`src/rtl/imem_loader.sv`:
```
// imem_loader: boot-time program loader for the instruction memory.
//
// Takes a byte stream over a valid/ready handshake:
//   [N lo][N hi] [4*N payload bytes, little-endian words] [XOR checksum].
// Each payload word is written to instruction memory at word address 0..N-1.
// The core stays stopped until the whole image has been written and the
// checksum byte matches.
//
// Ports:
//   i_clk           system clock, all logic on the rising edge
//   i_reset         synchronous, active-low reset
//   i_rx_valid      i_rx_data holds a byte
//   i_rx_data       stream byte
//   o_rx_ready      loader accepts a byte this cycle
//   o_imem_we       instruction-memory write strobe, one cycle per word
//   o_imem_addr     word address of the write
//   o_imem_wdata    word to write
//   o_core_run      core may execute (image loaded and checked)
//   o_load_done     image loaded and checksum matched (sticky)
//   o_load_error    header, checksum or timeout failure (sticky)
//   o_words_loaded  number of words written so far
module imem_loader #(
  parameter int ADDR_W      = 10,
  parameter int IMEM_DEPTH  = 1024,
  parameter int TIMEOUT_CYC = 65535
) (
  input  logic              i_clk,
  input  logic              i_reset,
  input  logic              i_rx_valid,
  input  logic [7:0]        i_rx_data,
  output logic              o_rx_ready,
  output logic              o_imem_we,
  output logic [ADDR_W-1:0] o_imem_addr,
  output logic [31:0]       o_imem_wdata,
  output logic              o_core_run,
  output logic              o_load_done,
  output logic              o_load_error,
  output logic [15:0]       o_words_loaded
);

  localparam int CNT_W = $clog2(TIMEOUT_CYC + 1);
  localparam logic [CNT_W-1:0] IDLE_LIMIT = CNT_W'(TIMEOUT_CYC - 1);

  typedef enum logic [2:0] {
    S_HDR0,
    S_HDR1,
    S_PAYLOAD,
    S_CHECK,
    S_DONE,
    S_ERROR
  } state_t;

  state_t            r_state;
  state_t            w_next;
  logic              r_rx_ready;
  logic [15:0]       r_len;
  logic [15:0]       r_word_cnt;
  logic [1:0]        r_byte_idx;
  logic [23:0]       r_shift;
  logic [7:0]        r_csum;
  logic [CNT_W-1:0]  r_idle;
  logic              r_we;
  logic [ADDR_W-1:0] r_addr;
  logic [31:0]       r_wdata;
  logic [15:0]       r_words_loaded;

  logic        w_accept;
  logic [15:0] w_hdr_len;
  logic        w_last_word;
  logic        w_counting;
  logic        w_timeout;

  assign w_accept    = i_rx_valid && r_rx_ready;
  assign w_hdr_len   = {i_rx_data, r_len[7:0]};
  assign w_last_word = (r_word_cnt == r_len - 16'd1);
  assign w_counting  = (r_state == S_HDR1) || (r_state == S_PAYLOAD) ||
                       (r_state == S_CHECK);
  // An accept in the same cycle always beats the timeout.
  assign w_timeout   = w_counting && !w_accept && (r_idle == IDLE_LIMIT);

  // NOTE: every signal assigned in always_comb gets a default first, so no
  // path through the case can leave it unassigned and infer a latch.
  always_comb begin
    w_next = r_state;
    case (r_state)
      S_HDR0: begin
        if (w_accept) w_next = S_HDR1;
      end
      S_HDR1: begin
        if (w_accept) begin
          if (17'(w_hdr_len) > 17'(IMEM_DEPTH)) w_next = S_ERROR;
          else if (w_hdr_len == 16'd0)          w_next = S_CHECK;
          else                                  w_next = S_PAYLOAD;
        end
      end
      S_PAYLOAD: begin
        if (w_accept && (r_byte_idx == 2'd3) && w_last_word) w_next = S_CHECK;
      end
      S_CHECK: begin
        if (w_accept) w_next = (i_rx_data == r_csum) ? S_DONE : S_ERROR;
      end
      default: w_next = r_state;
    endcase
    if (w_timeout) w_next = S_ERROR;
  end

  // NOTE: reset is synchronous, so it is tested inside the clocked block and
  // is not in the sensitivity list; sequential state uses non-blocking
  // assignments so every register samples pre-edge values.
  always_ff @(posedge i_clk) begin
    if (!i_reset) begin
      r_state        <= S_HDR0;
      r_rx_ready     <= 1'b0;
      r_len          <= '0;
      r_word_cnt     <= '0;
      r_byte_idx     <= '0;
      r_shift        <= '0;
      r_csum         <= '0;
      r_idle         <= '0;
      r_we           <= 1'b0;
      r_addr         <= '0;
      r_wdata        <= '0;
      r_words_loaded <= '0;
    end else begin
      r_state    <= w_next;
      // Registered from the next state so ready stays low while reset is held
      // and never depends on rx_valid.
      r_rx_ready <= (w_next inside {S_HDR0, S_HDR1, S_PAYLOAD, S_CHECK});
      r_we       <= 1'b0;

      if (w_counting && !w_accept) r_idle <= r_idle + CNT_W'(1);
      else                         r_idle <= '0;

      if (w_accept) begin
        case (r_state)
          S_HDR0: r_len[7:0] <= i_rx_data;
          S_HDR1: begin
            r_len[15:8] <= i_rx_data;
            r_word_cnt  <= '0;
            r_byte_idx  <= '0;
            r_csum      <= '0;
          end
          S_PAYLOAD: begin
            r_csum     <= r_csum ^ i_rx_data;
            r_byte_idx <= r_byte_idx + 2'd1;
            if (r_byte_idx == 2'd3) begin
              // Lanes 0..2 sit in r_shift with lane 0 at the bottom.
              r_we           <= 1'b1;
              r_addr         <= r_word_cnt[ADDR_W-1:0];
              r_wdata        <= {i_rx_data, r_shift};
              r_word_cnt     <= r_word_cnt + 16'd1;
              r_words_loaded <= r_words_loaded + 16'd1;
            end else begin
              r_shift <= {i_rx_data, r_shift[23:8]};
            end
          end
          default: ;
        endcase
      end
    end
  end

  assign o_rx_ready     = r_rx_ready;
  assign o_imem_we      = r_we;
  assign o_imem_addr    = r_addr;
  assign o_imem_wdata   = r_wdata;
  assign o_words_loaded = r_words_loaded;
  assign o_load_done    = (r_state == S_DONE);
  assign o_core_run     = (r_state == S_DONE);
  assign o_load_error   = (r_state == S_ERROR);

endmodule

```
`config.mk`:
```
export PLATFORM = sky130hd
export DESIGN_NAME = imem_loader
export DESIGN_NICKNAME = d
export VERILOG_FILES = /design/src/rtl/imem_loader.sv
export SDC_FILE = /design/constraint.sdc
export NUM_CORES = 1
export LEC_CHECK = 0
export BUFFER_PORTS_ARGS = -buffer_cell sky130_fd_sc_hd__clkbuf_2
export CAP_MARGIN = 10
export CORE_MARGIN = 3
export CORE_UTILIZATION = 53
export DETAILED_ROUTE_END_ITERATION = 10
export MAX_ROUTING_LAYER = met4
export PLACE_DENSITY_LB_ADDON = 0.15
export RECOVER_POWER = 100
export SETUP_SLACK_MARGIN = 0.5
export SLEW_MARGIN = 30
export SYNTH_ARGS = -nofsm -noshare
export SYNTH_HDL_FRONTEND = slang
export SYNTH_SLANG_ARGS = --single-unit
```
`constraint.sdc`:
```
create_clock -name i_clk -period 1.75 [get_ports i_clk]
set_input_delay 0.175 -clock i_clk [delete_from_list [all_inputs] [get_ports i_clk]]
set_output_delay 0.175 -clock i_clk [all_outputs]
set_load 0.005 [all_outputs]
```
Yosys cells after proc, flatten, opt, wreduce, memory -nomap -nowiden --
Cells that the tools add are included.
Storage, ports and cells: memory bits (writable) 0, ROM bits 0, logic and storage cells 69, register bits after elaboration 145, bits in latches 0, input bits 11, output and inout bits 63, memories kept 0
Operators by class: reductions and logical operators 21, multipliers 0, magnitude comparators 1, div/mod/pow operators 0, muxes and demuxes 14, add/subtract/negate cells 5, bitwise gates (word level) 2, shift-type cells 0, eq/ne operators 13
Operators with widths (count):
- $add A16 B1 Y16 const B | 3
- $pmux W16 S2 | 1
- $mux W3 | 6
- $eq A16 B16 Y1 | 1
- $eq A16 B16 Y1 const B | 1
- $gt A16 B11 Y1 const B | 1
- $logic_not A16 Y1 | 1
- $mux W16 | 1
- $pmux W8 S2 | 1
- $sub A16 B1 Y16 const B | 1
- $eq A3 B2 Y1 const B | 4
- $pmux W3 S4 | 1
- $reduce_and A3 Y1 | 4
- $eq A8 B8 Y1 | 1
- $reduce_and A2 Y1 | 4
- $xor A8 B8 Y8 | 1
- $eq A3 B1 Y1 const B | 2
- $eq A3 B3 Y1 const B | 2
- $logic_not A3 Y1 | 2
- $logic_and A1 B1 Y1 | 5
- $pmux W2 S2 | 1
- $reduce_bool A4 Y1 | 1
- $mux W1 | 3
- $add A2 B1 Y2 const B | 1
- other kinds (6) | 7

Logic depth before layout (Yosys ltp) --
Gate-level depths: netlist (run 1).
depth after elaboration 8, mapped depth 9, depth with buffers taken out 8

Worst setup path after synthesis (run 1) --
OpenSTA, ideal clock, no wires.
kind register to register, start reg r_byte_idx[0], end reg r_words_loaded[8], in the netlist o_words_loaded[8], library setup time 70 ps, arrival time 1792 ps, setup slack -112 ps, cell stages (with the launch flop) 8, path buffers 1, period minus slack after synthesis 1862 ps, required time 1680 ps, cells stage by stage dfxtp_1 ha_1 and3_1 nand4_2 or3_1 buf_2 or3_1 a21boi_1
On the way: longest elaborated chain between the ends 2
RTL lines:
- from (decl) | line 58 | logic [1:0] r_byte_idx;
- from (signal assigned) | line 145 | r_byte_idx <= r_byte_idx + 2'd1;
- $eq A2 B2 Y1 | line 146 | if (r_byte_idx == 2'd3) begin
- $reduce_and A3 Y1 (no source line)
- to (signal assigned) | line 152 | r_words_loaded <= r_words_loaded + 16'd1;
- to (decl) | line 65 | logic [15:0] r_words_loaded;
No other way between the ends. A chain may end at the register's enable or synchronous reset.

Worst setup path in the final report (run 1) --
start reg r_len[0], end reg r_state[0]
On the way: longest elaborated chain between the ends 6, elaborated cells between the ends (all ways) 11, those cells by class 1 x add/sub; 1 x order compare; 1 x eq/ne; 6 x mux; 2 x reduce/logical
RTL lines:
- from (decl) | line 56 | logic [15:0] r_len;
- from (signal assigned) | line 136 | S_HDR0: r_len[7:0] <= i_rx_data;
- $sub A16 B1 Y16 or $logic_not A16 Y1 (tied branches) | line 75, 92
- $eq A16 B16 Y1 or $mux W1 (tied branches) | line 75, 92
- $logic_and A1 B1 Y1 or $mux W3 (tied branches) | line 97, 91
- $mux W3 (on tied branches) | line 97, 90
- $pmux W3 S4 (*) | line 85 | case (r_state)
- $mux W3 (*) | line 104 | if (w_timeout) w_next = S_ERROR;
- to (signal assigned) | line 125 | r_state <= w_next;
- to (decl) | line 53 | state_t r_state;
Mark *: on every way between the ends. The rest lies on a longest branch, timed or not.

==> results.json, run 1 <==
{
  "status": "finished with violations",
  "violations": "setup timing",
  "vias_per_cell": 6.449,
  "gr-usage-all-layers_pct": 32.30,
  "critPathSlowestCell": "dfxtp_2",
  "drc": 0,
  "wl_mm": 30.06,
  "ir_drop_mv": 0.6110,
  "cp_common_cell": "nand3_1",
  "syn_avg_cell_area_sq_um": 8.347,
  "portBuffers": 73,
  "critPathMaxFanout": 8,
  "cts_tree": "done",
  "cts_sinks": 145,
  "diodes": 0,
  "synthesis.area_sq_um": 6694,
  "grt_pass1_vias": 6675,
  "drv_slew": 0,
  "slowest_delay_ns": 0.34,
  "n_fill_cell": 459,
  "end_kind": "register",
  "rows": 40,
  "initial_core_util_pct": 55.04,
  "drt_iter0_markers": 1190,
  "cap_violations": 0,
  "area_growth_syn_to_layout_pct": 61.10,
  "layout.nets": 1008,
  "final_hold_viol_count": 0,
  "synth.distinct_cells": 55,
  "synth_top_area_share_pct": 43.36,
  "leakagePower_nw": 4.567,
  "max_freq_mhz": 478.3,
  "relSlewSlack_pct": 70.31,
  "yosys.area.top_type": "dfxtp_1",
  "cts_buffer_depth": 2,
  "htreeDepth": 4,
  "num_vias": 7558,
  "crit_chain": "inv_1, ha_2, xor2_1, nand3_1, o31ai_1, nand3_1, nor4_2, a31o_2",
  "ant_nets": 0,
  "grt_pass1_wl_mm": 35.22,
  "finClkSkew_ns": 0.01577,
  "fp.dieW_um": 118.4,
  "p_per_area_nw_per_um2": 749.1,
  "cts_buffers": 17,
  "synth-seq-cells": 145,
  "core_area_sq_um": 12160,
  "setup_tns_ns": -11.44,
  "gp_congestion": 0.9438,
  "hold_ws_ns": 0.09353,
  "grt_max_degree": 117,
  "drive_gt1_share_pct": 49.20,
  "synth_area_leaders": "dfxtp_1 (43%), nand2_1 (10%), a21boi_0 (8.5%)",
  "fin_ws_ns": -0.3409,
  "fin_crit_sh_pct": 119.5,
  "die-area_sq_um": 14020,
  "ioPinCount": 74,
  "synth_nets": 819,
  "setup_viol": 113,
  "total_power_mw": 8.078,
  "critPathKind": "reg2reg",
  "start_kind": "register",
  "chipHeight_um": 118.4,
  "wl_per_cell_um": 25.65,
  "min_period_ns": 2.091,
  "grt_antenna_before_repair": 0,
  "path_clk_slew_ns": 0.07,
  "syn_inst": 802,
  "synth_seq_area_share_pct": 43.36,
  "layout_common_cells": "dfxtp_1 (126), nand2_2 (70), buf_4 (66)",
  "yosys_warnings": 0,
  "worst_ep_arrival_time_ns": 2.46,
  "dp_hpwl_mm": 11.69,
  "clk_latency_ns": 0.44,
  "first_pass_iters": 8,
  "cp.required_ns": 2.12,
  "grt-ovfl-total": 0,
  "worst_pin_slew_ns": 0.4453,
  "clockRootBuffer": "clkbuf_16",
  "hold_path.class": "in2reg",
  "rsz0062_at_grt": "true",
  "final_common_cell": "dfxtp_1"
}
## registers in the layout, summed over array words and instances, names as in the netlist
| signal | cells |
|---|---|
| o_imem_wdata | 32 |
| r_shift | 24 |
| o_words_loaded | 16 |
| r_idle | 16 |
| r_len | 16 |
| r_word_cnt | 16 |
| o_imem_addr | 10 |
| r_csum | 8 |
| r_state | 3 |
| r_byte_idx | 2 |
| o_imem_we | 1 |
| o_rx_ready | 1 |
## final cells by class
| class | count | area, sq um | area share (%) |
|---|---|---|---|
| clock buffer | 21 | 470.5 | 4.362 |
| inverter | 12 | 45.04 | 0.4177 |
| sequential | 145 | 2934 | 27.21 |
| tap | 168 | 210.2 | 1.949 |
| multi-input combinational | 589 | 4762 | 44.16 |
| timing repair buffer | 226 | 2210 | 20.49 |
| clock inverter | 11 | 152.6 | 1.415 |
## Yosys cell counts (all sizes together)
| cell type | number |
|---|---|
| a211o | 1 |
| a211oi | 1 |
| a21boi | 79 |
| a21oi | 7 |
| a22oi | 2 |
| a2bb2oi | 1 |
| a311oi | 1 |
| a31o | 1 |
| a41oi | 1 |
| and2 | 23 |
| and3 | 9 |
| and3b | 1 |
| and4 | 3 |
| buf | 16 |
| clkbuf | 41 |
| dfxtp | 145 |
| ha | 6 |
| inv | 12 |
| mux2i | 11 |
| nand2 | 182 |
| nand2b | 3 |
| nand3 | 20 |
| nand4 | 13 |
| nand4b | 1 |
| nor2 | 52 |
| nor2b | 16 |
| nor3 | 17 |
| nor3b | 4 |
| nor4 | 11 |
| o2111a | 1 |
| o2111ai | 4 |
| o211a | 1 |
| o21a | 3 |
| o21ai | 25 |
| o21bai | 1 |
| o311ai | 1 |
| o31ai | 4 |
| o32ai | 1 |
| or2 | 2 |
| or3 | 11 |
| or3b | 1 |
| or4 | 1 |
| xnor2 | 37 |
| xor2 | 29 |
## critical path: cells and delay by family, from the launching register on
kind                     cells  cell delay (ns)
AND/OR/NAND/NOR              3             0.67
flip-flops                   1             0.34
adder cells (fa/ha/maj)      1             0.31
XOR/XNOR                     1             0.31
AO/OA/AOI/OAI                2             0.29
buffers and inverters        1             0.10
## metal layers
metal | global-route usage, % | up-vias | share of wire, %
met5 | - | - | 0
met4 | 14.27 | 0 | 8.4
met3 | 6.172 | 240 | 10
met2 | 52.88 | 684 | 46
met1 | 38.93 | 3560 | 35
li1 | - | 3074 | -
## path summary, 6_finish.rpt
kind | startpoint | end | slack (ns) | cells past startpoint
max | r_len[0] | r_state[0] | -0.34 | 8
min | i_rx_data[7] | r_shift[23] | 0.09 | 3
min reg2reg | o_imem_wdata[28] | o_imem_wdata[28] | 0.47 | 2
max reg2reg | r_len[0] | r_state[0] | -0.34 | 8
## per-stage QoR
stage                     setup slack (ns)  utilization [%]  instance area [sq um]  instances
final                              -0.3409            88.67                  10780       1172
after global placement             -0.1064            64.87                   7889       1067
after global routing               -0.3817            88.67                  10780       1172
after detailed placement           -0.1586            64.87                   7889       1067
after CTS                         -0.03275            81.49                   9911       1145
after floorplan                   -0.07694                -                   7032        802
## kinds of logic after synthesis
group	after synthesis	synth area share, %
AOI/OAI and AO/OA	135	14.24
buffers and inverters	69	4.355
DFF	145	43.36
xor gates and xnor gates	66	8.635
muxes	11	1.645
and+or+nand+nor	370	26.64
adders and majority gates	6	1.121
## power by group
part	internal, mW	leakage (nW)	switching [mW]
Sequential	3.32	1.18	0.0349
Clock	2.37	0.296	1.56
Combinational	0.378	3.09	0.422
Total	6.07	4.57	2.01
## repair_timing
item	in CTS	in global routing
setup buffers	34	21
resized for setup	242	163
hold buffers	0	0
setup endpoints to repair	145	151
gates cloned	12	6
pin swaps	87	99
Note: power is estimated with default switching activity, not from simulation.
==> run 2: changes to the inputs <==
==> constraint.sdc (replaced) <==
create_clock -name i_clk -period 1.75 [get_ports i_clk]
set_input_delay 0.175 -clock i_clk [delete_from_list [all_inputs] [get_ports i_clk]]
set_output_delay 0.175 -clock i_clk [all_outputs]
set_load 0.05 [all_outputs]
==> results.json, run 2 (synthesis results as in run 1) <==
{
  "status": "finished with violations",
  "violations": "setup timing",
  "end_kind": "register",
  "worst_pin_slew_ns": 0.6888,
  "setup_tns_ns": -11.25,
  "hold_path.class": "in2reg",
  "grt_max_degree": 117,
  "drt_iter0_markers": 947,
  "area_growth_syn_to_layout_pct": 54.73,
  "fin_crit_sh_pct": 115.2,
  "ant_nets": 0,
  "cts_buffers": 17,
  "relSlewSlack_pct": 54.08,
  "fin_ws_ns": -0.2665,
  "chipHeight_um": 118.4,
  "min_period_ns": 2.017,
  "ir_drop_mv": 0.6076,
  "clk_latency_ns": 0.44,
  "final_common_cell": "dfxtp_1",
  "hold_ws_ns": 0.08193,
  "gr-usage-all-layers_pct": 28.53,
  "clock_power_share_pct": 47.3,
  "grt_pass1_vias": 6319,
  "cts_buffer_depth": 2,
  "pwr-share-comb_pct": 10.2,
  "dpl_cell_area_sq_um": 7891,
  "total_power_mw": 7.902,
  "gp_congestion": 0.9327,
  "setup_viol": 100,
  "rows": 40,
  "final_hold_viol_count": 0,
  "grt_antenna_before_repair": 0,
  "final_util_pct": 85.16,
  "grt_pass1_wl_mm": 31.24,
  "leakagePower_nw": 4.289,
  "drive_gt1_share_pct": 43.71,
  "grt-ovfl-total": 0,
  "rsz0062_at_grt": "true",
  "largest_register_ffs": 32,
  "layout_common_cells": "dfxtp_1 (115), nand2_1 (103), clkbuf_1 (63), buf_4 (63), nand2_4 (44)",
  "cts_tree": "done",
  "layout.nets": 981,
  "postCtsHoldBufs": 0,
  "fin_area_sq_um": 10360,
  "diodes": 0,
  "start_kind": "register",
  "initial_core_util_pct": 55.04,
  "wl_mm": 26.76,
  "htreeDepth": 4,
  "path_clk_slew_ns": 0.07,
  "fp.dieW_um": 118.4,
  "core_area_sq_um": 12160,
  "critPathMaxFanout": 5,
  "vias_per_cell": 6.281,
  "cp.required_ns": 2.08,
  "num_vias": 7192,
  "ioPinCount": 74,
  "p_sw_mw": 1.993,
  "fin_cells": 1145,
  "first_pass_iters": 6,
  "swShare_pct": 25.22,
  "cts_sinks": 145,
  "portBuffers": 73,
  "finClkSkew_ns": 0.01606,
  "pre_cts_slack_ns": -0.09784,
  "power_frac_seq_pct": 42.4,
  "max_freq_mhz": 495.9,
  "critPathKind": "reg2reg",
  "cap_violations": 0,
  "dp_hpwl_mm": 11.39,
  "dp.cells": 1056,
  "worst_ep_arrival_time_ns": 2.34,
  "p_per_area_nw_per_um2": 763.0,
  "p_int_mw": 5.909,
  "die-area_sq_um": 14020,
  "clockRootBuffer": "clkbuf_16",
  "drv_slew": 0,
  "wl_per_cell_um": 23.37,
  "drc": 0
}
[run 2: worst max-delay path, stage by stage, from the launching register on]
cell and delay [ns]:
dfxtp_1 0.42, nor4_4 0.26, nand4_2 0.24, a211o_1 0.35, and3_1 0.23, o21bai_4 0.20, o21a_1 0.19
[run 2: what timing repair did]
item | in CTS | in global routing
gates resized for setup | 196 | 252
pin swaps | 63 | 126
endpoints found under the setup margin | 150 | 173
setup buffers | 30 | 15
cloned | 8 | 4
[run 2: final timing paths]
kind	depth (start not counted)	startpoint	slack, ns	endpoint
hold reg to reg	2	o_imem_wdata[6]	0.45	o_imem_wdata[6]
hold / removal	3	i_rx_data[6]	0.08	o_imem_wdata[30]
setup / recovery	6	r_len[2]	-0.27	r_state[2]
setup reg to reg	6	r_len[2]	-0.27	r_state[2]
[run 2: area by class of cell]
type                    instances  area [sq um]
clock inverters                11         128.9
fillers                       594          1804
multi-input cells             589          4778
well taps                     168         210.2
inverters                      12         47.55
clock buffers                  21         471.7
repair buffers                199          1760
flip-flops and latches        145          2960
[run 2: power by group through the flow]
stage / clock network [mW] / registers [mW] / logic [mW]
2_1_floorplan: 0 / 3.43 / 0.360
3_3_place_gp: 0 / 3.42 / 0.566
3_5_place_dp: 0 / 3.42 / 0.580
4_1_cts: 3.67 / 3.35 / 0.656
5_1_grt: 3.90 / 3.35 / 0.844
6_report: 3.74 / 3.35 / 0.809
[run 2: layer usage]
layer  vias up  GRT usage [%]  part of all wire [%]
met3       194          7.033                   8.0
met4         0          13.40                   7.7
met1      3475          32.14                    36
met5         -              -                     0
li1       3033              -                     -
met2       490          47.77                    49
==> run 3: changes to the inputs <==
--- a/config.mk
+++ b/config.mk
@@ -8,8 +8,9 @@
 export BUFFER_PORTS_ARGS = -buffer_cell sky130_fd_sc_hd__clkbuf_2
 export CAP_MARGIN = 10
 export CORE_MARGIN = 3
-export CORE_UTILIZATION = 53
+export CORE_UTILIZATION = 40
 export DETAILED_ROUTE_END_ITERATION = 10
+export GPL_TIMING_DRIVEN = 0
 export MAX_ROUTING_LAYER = met4
 export PLACE_DENSITY_LB_ADDON = 0.15
 export RECOVER_POWER = 100
==> results.json, run 3 (synthesis results as in run 1) <==
{
  "pwr-share-comb_pct": 8.9,
  "cts_tree": "done",
  "fin_cells": 1193,
  "gr-usage-all-layers_pct": 21.71,
  "ant_nets": 0,
  "clockRootBuffer": "clkbuf_16",
  "violations": "setup timing",
  "clk_latency_ns": 0.42,
  "area_growth_syn_to_layout_pct": 53.57,
  "core_area_sq_um": 16120,
  "first_pass_iters": 5,
  "wl_met1_mm": 9.286,
  "hold_path.class": "in2reg",
  "grt_pass1_vias": 5835,
  "grt-ovfl-total": 0,
  "die-area_sq_um": 18320,
  "cap_violations": 0,
  "end_kind": "primary output",
  "cts_buffers": 17,
  "chipHeight_um": 135.4,
  "min_period_ns": 1.898,
  "n_fill_cell": 1319,
  "grt_antenna_before_repair": 0,
  "path_clk_slew_ns": 0.06,
  "cp.required_ns": 1.57,
  "status": "finished with violations",
  "wl_met3_um": 603,
  "dp.cells": 1082,
  "drc": 0,
  "grt_max_degree": 17,
  "final_common_cell": "dfxtp_1",
  "setup_viol": 67,
  "portBuffers": 64,
  "rows": 46,
  "hold_ws_ns": 0.1903,
  "max_freq_mhz": 526.9,
  "diodes": 0,
  "final_util_pct": 63.79,
  "ir_drop_mv": 0.6973,
  "num_vias": 6132,
  "worst_ep_arrival_time_ns": 1.72,
  "route.met2.wl_mm": 9.414,
  "wl_mm": 19.54,
  "rsz0062_at_grt": "true",
  "drv_slew": 0,
  "clock_power_share_pct": 45.1,
  "gp_congestion": 0.8599,
  "final_hold_viol_count": 0,
  "layout.nets": 981,
  "critPathMaxFanout": 5,
  "cts_buffer_depth": 2,
  "layout_common_cells": "dfxtp_1 (114), nand2_1 (104), buf_6 (47), a21boi_1 (47)",
  "drive_gt1_share_pct": 44.52,
  "ioPinCount": 74,
  "wl_per_cell_um": 16.38,
  "relSlewSlack_pct": 51.02,
  "largest_register_ffs": 32,
  "drt_iter0_markers": 339,
  "routed.top_layer": "met4",
  "fp.dieW_um": 135.4,
  "worst_pin_slew_ns": 0.7347,
  "power_frac_seq_pct": 46.1,
  "critPathKind": "reg2out",
  "vias_per_cell": 5.140,
  "leakagePower_nw": 4.181,
  "cts_sinks": 145,
  "swShare_pct": 25.23,
  "finClkSkew_ns": 0.009173,
  "p_int_mw": 5.457,
  "fin_crit_sh_pct": 108.4,
  "p_per_area_nw_per_um2": 710.0,
  "p_sw_mw": 1.842,
  "grt_pass1_wl_mm": 30.79,
  "dp_hpwl_mm": 11.78,
  "htreeDepth": 4,
  "start_kind": "register",
  "fin_ws_ns": -0.1479,
  "initial_core_util_pct": 41.54
}
==> run 3: changes by cell type in the layout (fill, tap and decap cells not counted), moves of 11 or more <==
cell | previous run | this run
a21boi_1 | 33 | 47
a21boi_2 | 43 | 31
buf_2 | 0 | 15
buf_4 | 63 | 24
buf_6 | 34 | 47
clkbuf_1 | 63 | 24
clkbuf_2 | 10 | 41
clkbuf_4 | 0 | 11
==> run 3: final cells by class <==
type / instances / area [sq um] / area share, %
buffer: 57 / 528.0 / 5.136
tap: 216 / 270.3 / 2.629
clock buffer: 19 / 442.9 / 4.309
timing repair buffer: 142 / 1346 / 13.10
clock inverter: 13 / 87.58 / 0.8520
inverter: 12 / 48.80 / 0.4747
multi-input combinational: 589 / 4589 / 44.64
sequential: 145 / 2967 / 28.86
==> run 3: layer usage <==
layer,up-vias,GRT usage [%]
met4,0,6.271
met2,117,33.05
met1,2967,29.98
li1,3024,-
met5,-,-
met3,24,3.492
==> run 3: critical path, stage by stage, from the launching register on <==
cell	delay, ns
dfxtp_2	0.33
buf_6	0.12
buf_4	0.12
clkinvlp_4	0.15
buf_4	0.19
nor3b_4	0.21
buf_8	0.18
==> run 3: stage by stage <==
| stage | setup WS [ns] | power (mW) | TNS (ns) | cell area [sq um] |
|---|---|---|---|---|
| final | -0.1479 | 7.299 | -2.592 | 10280 |
| after global routing | -0.2333 | 7.566 | -9.357 | 10280 |
| after CTS | -0.1325 | 7.280 | -2.071 | 9517 |
| after detailed placement | -0.4632 | 3.908 | -15.68 | 7636 |
| after global placement | -0.4492 | 3.908 | -14.75 | 7636 |
| after floorplan | -0.07694 | 3.786 | -0.2375 | 7046 |
==> run 3: path summary, 6_finish.rpt <==
| path | slack (ns) | cells after the start | from | to |
|---|---|---|---|---|
| worst min register to register | 0.45 | 2 | o_imem_wdata[16] | o_imem_wdata[16] |
| worst min-delay path | 0.19 | 3 | i_rx_data[1] | o_imem_wdata[25] |
| worst max register to register | -0.13 | 7 | r_len[3] | r_state[0] |
| worst max-delay path | -0.15 | 6 | r_state[2] | o_load_error |
==> run 3: timing repair <==
| item | CTS | global route |
|---|---|---|
| endpoints found under the setup margin | 160 | 161 |
| buffers inserted | 54 | 16 |
| cloned | 8 | 1 |
| pin swaps | 77 | 74 |
| gates resized for setup | 259 | 179 |
| hold buffers | 0 | 0 |
==> run 3: power groups by stage <==
stage | Clock [mW] | Combinational (mW) | Sequential, mW
after detailed placement | 0 | 0.477 | 3.43
after floorplan | 0 | 0.360 | 3.43
after global routing | 3.51 | 0.696 | 3.36
final | 3.29 | 0.647 | 3.36
after CTS | 3.33 | 0.590 | 3.36
after global placement | 0 | 0.476 | 3.43
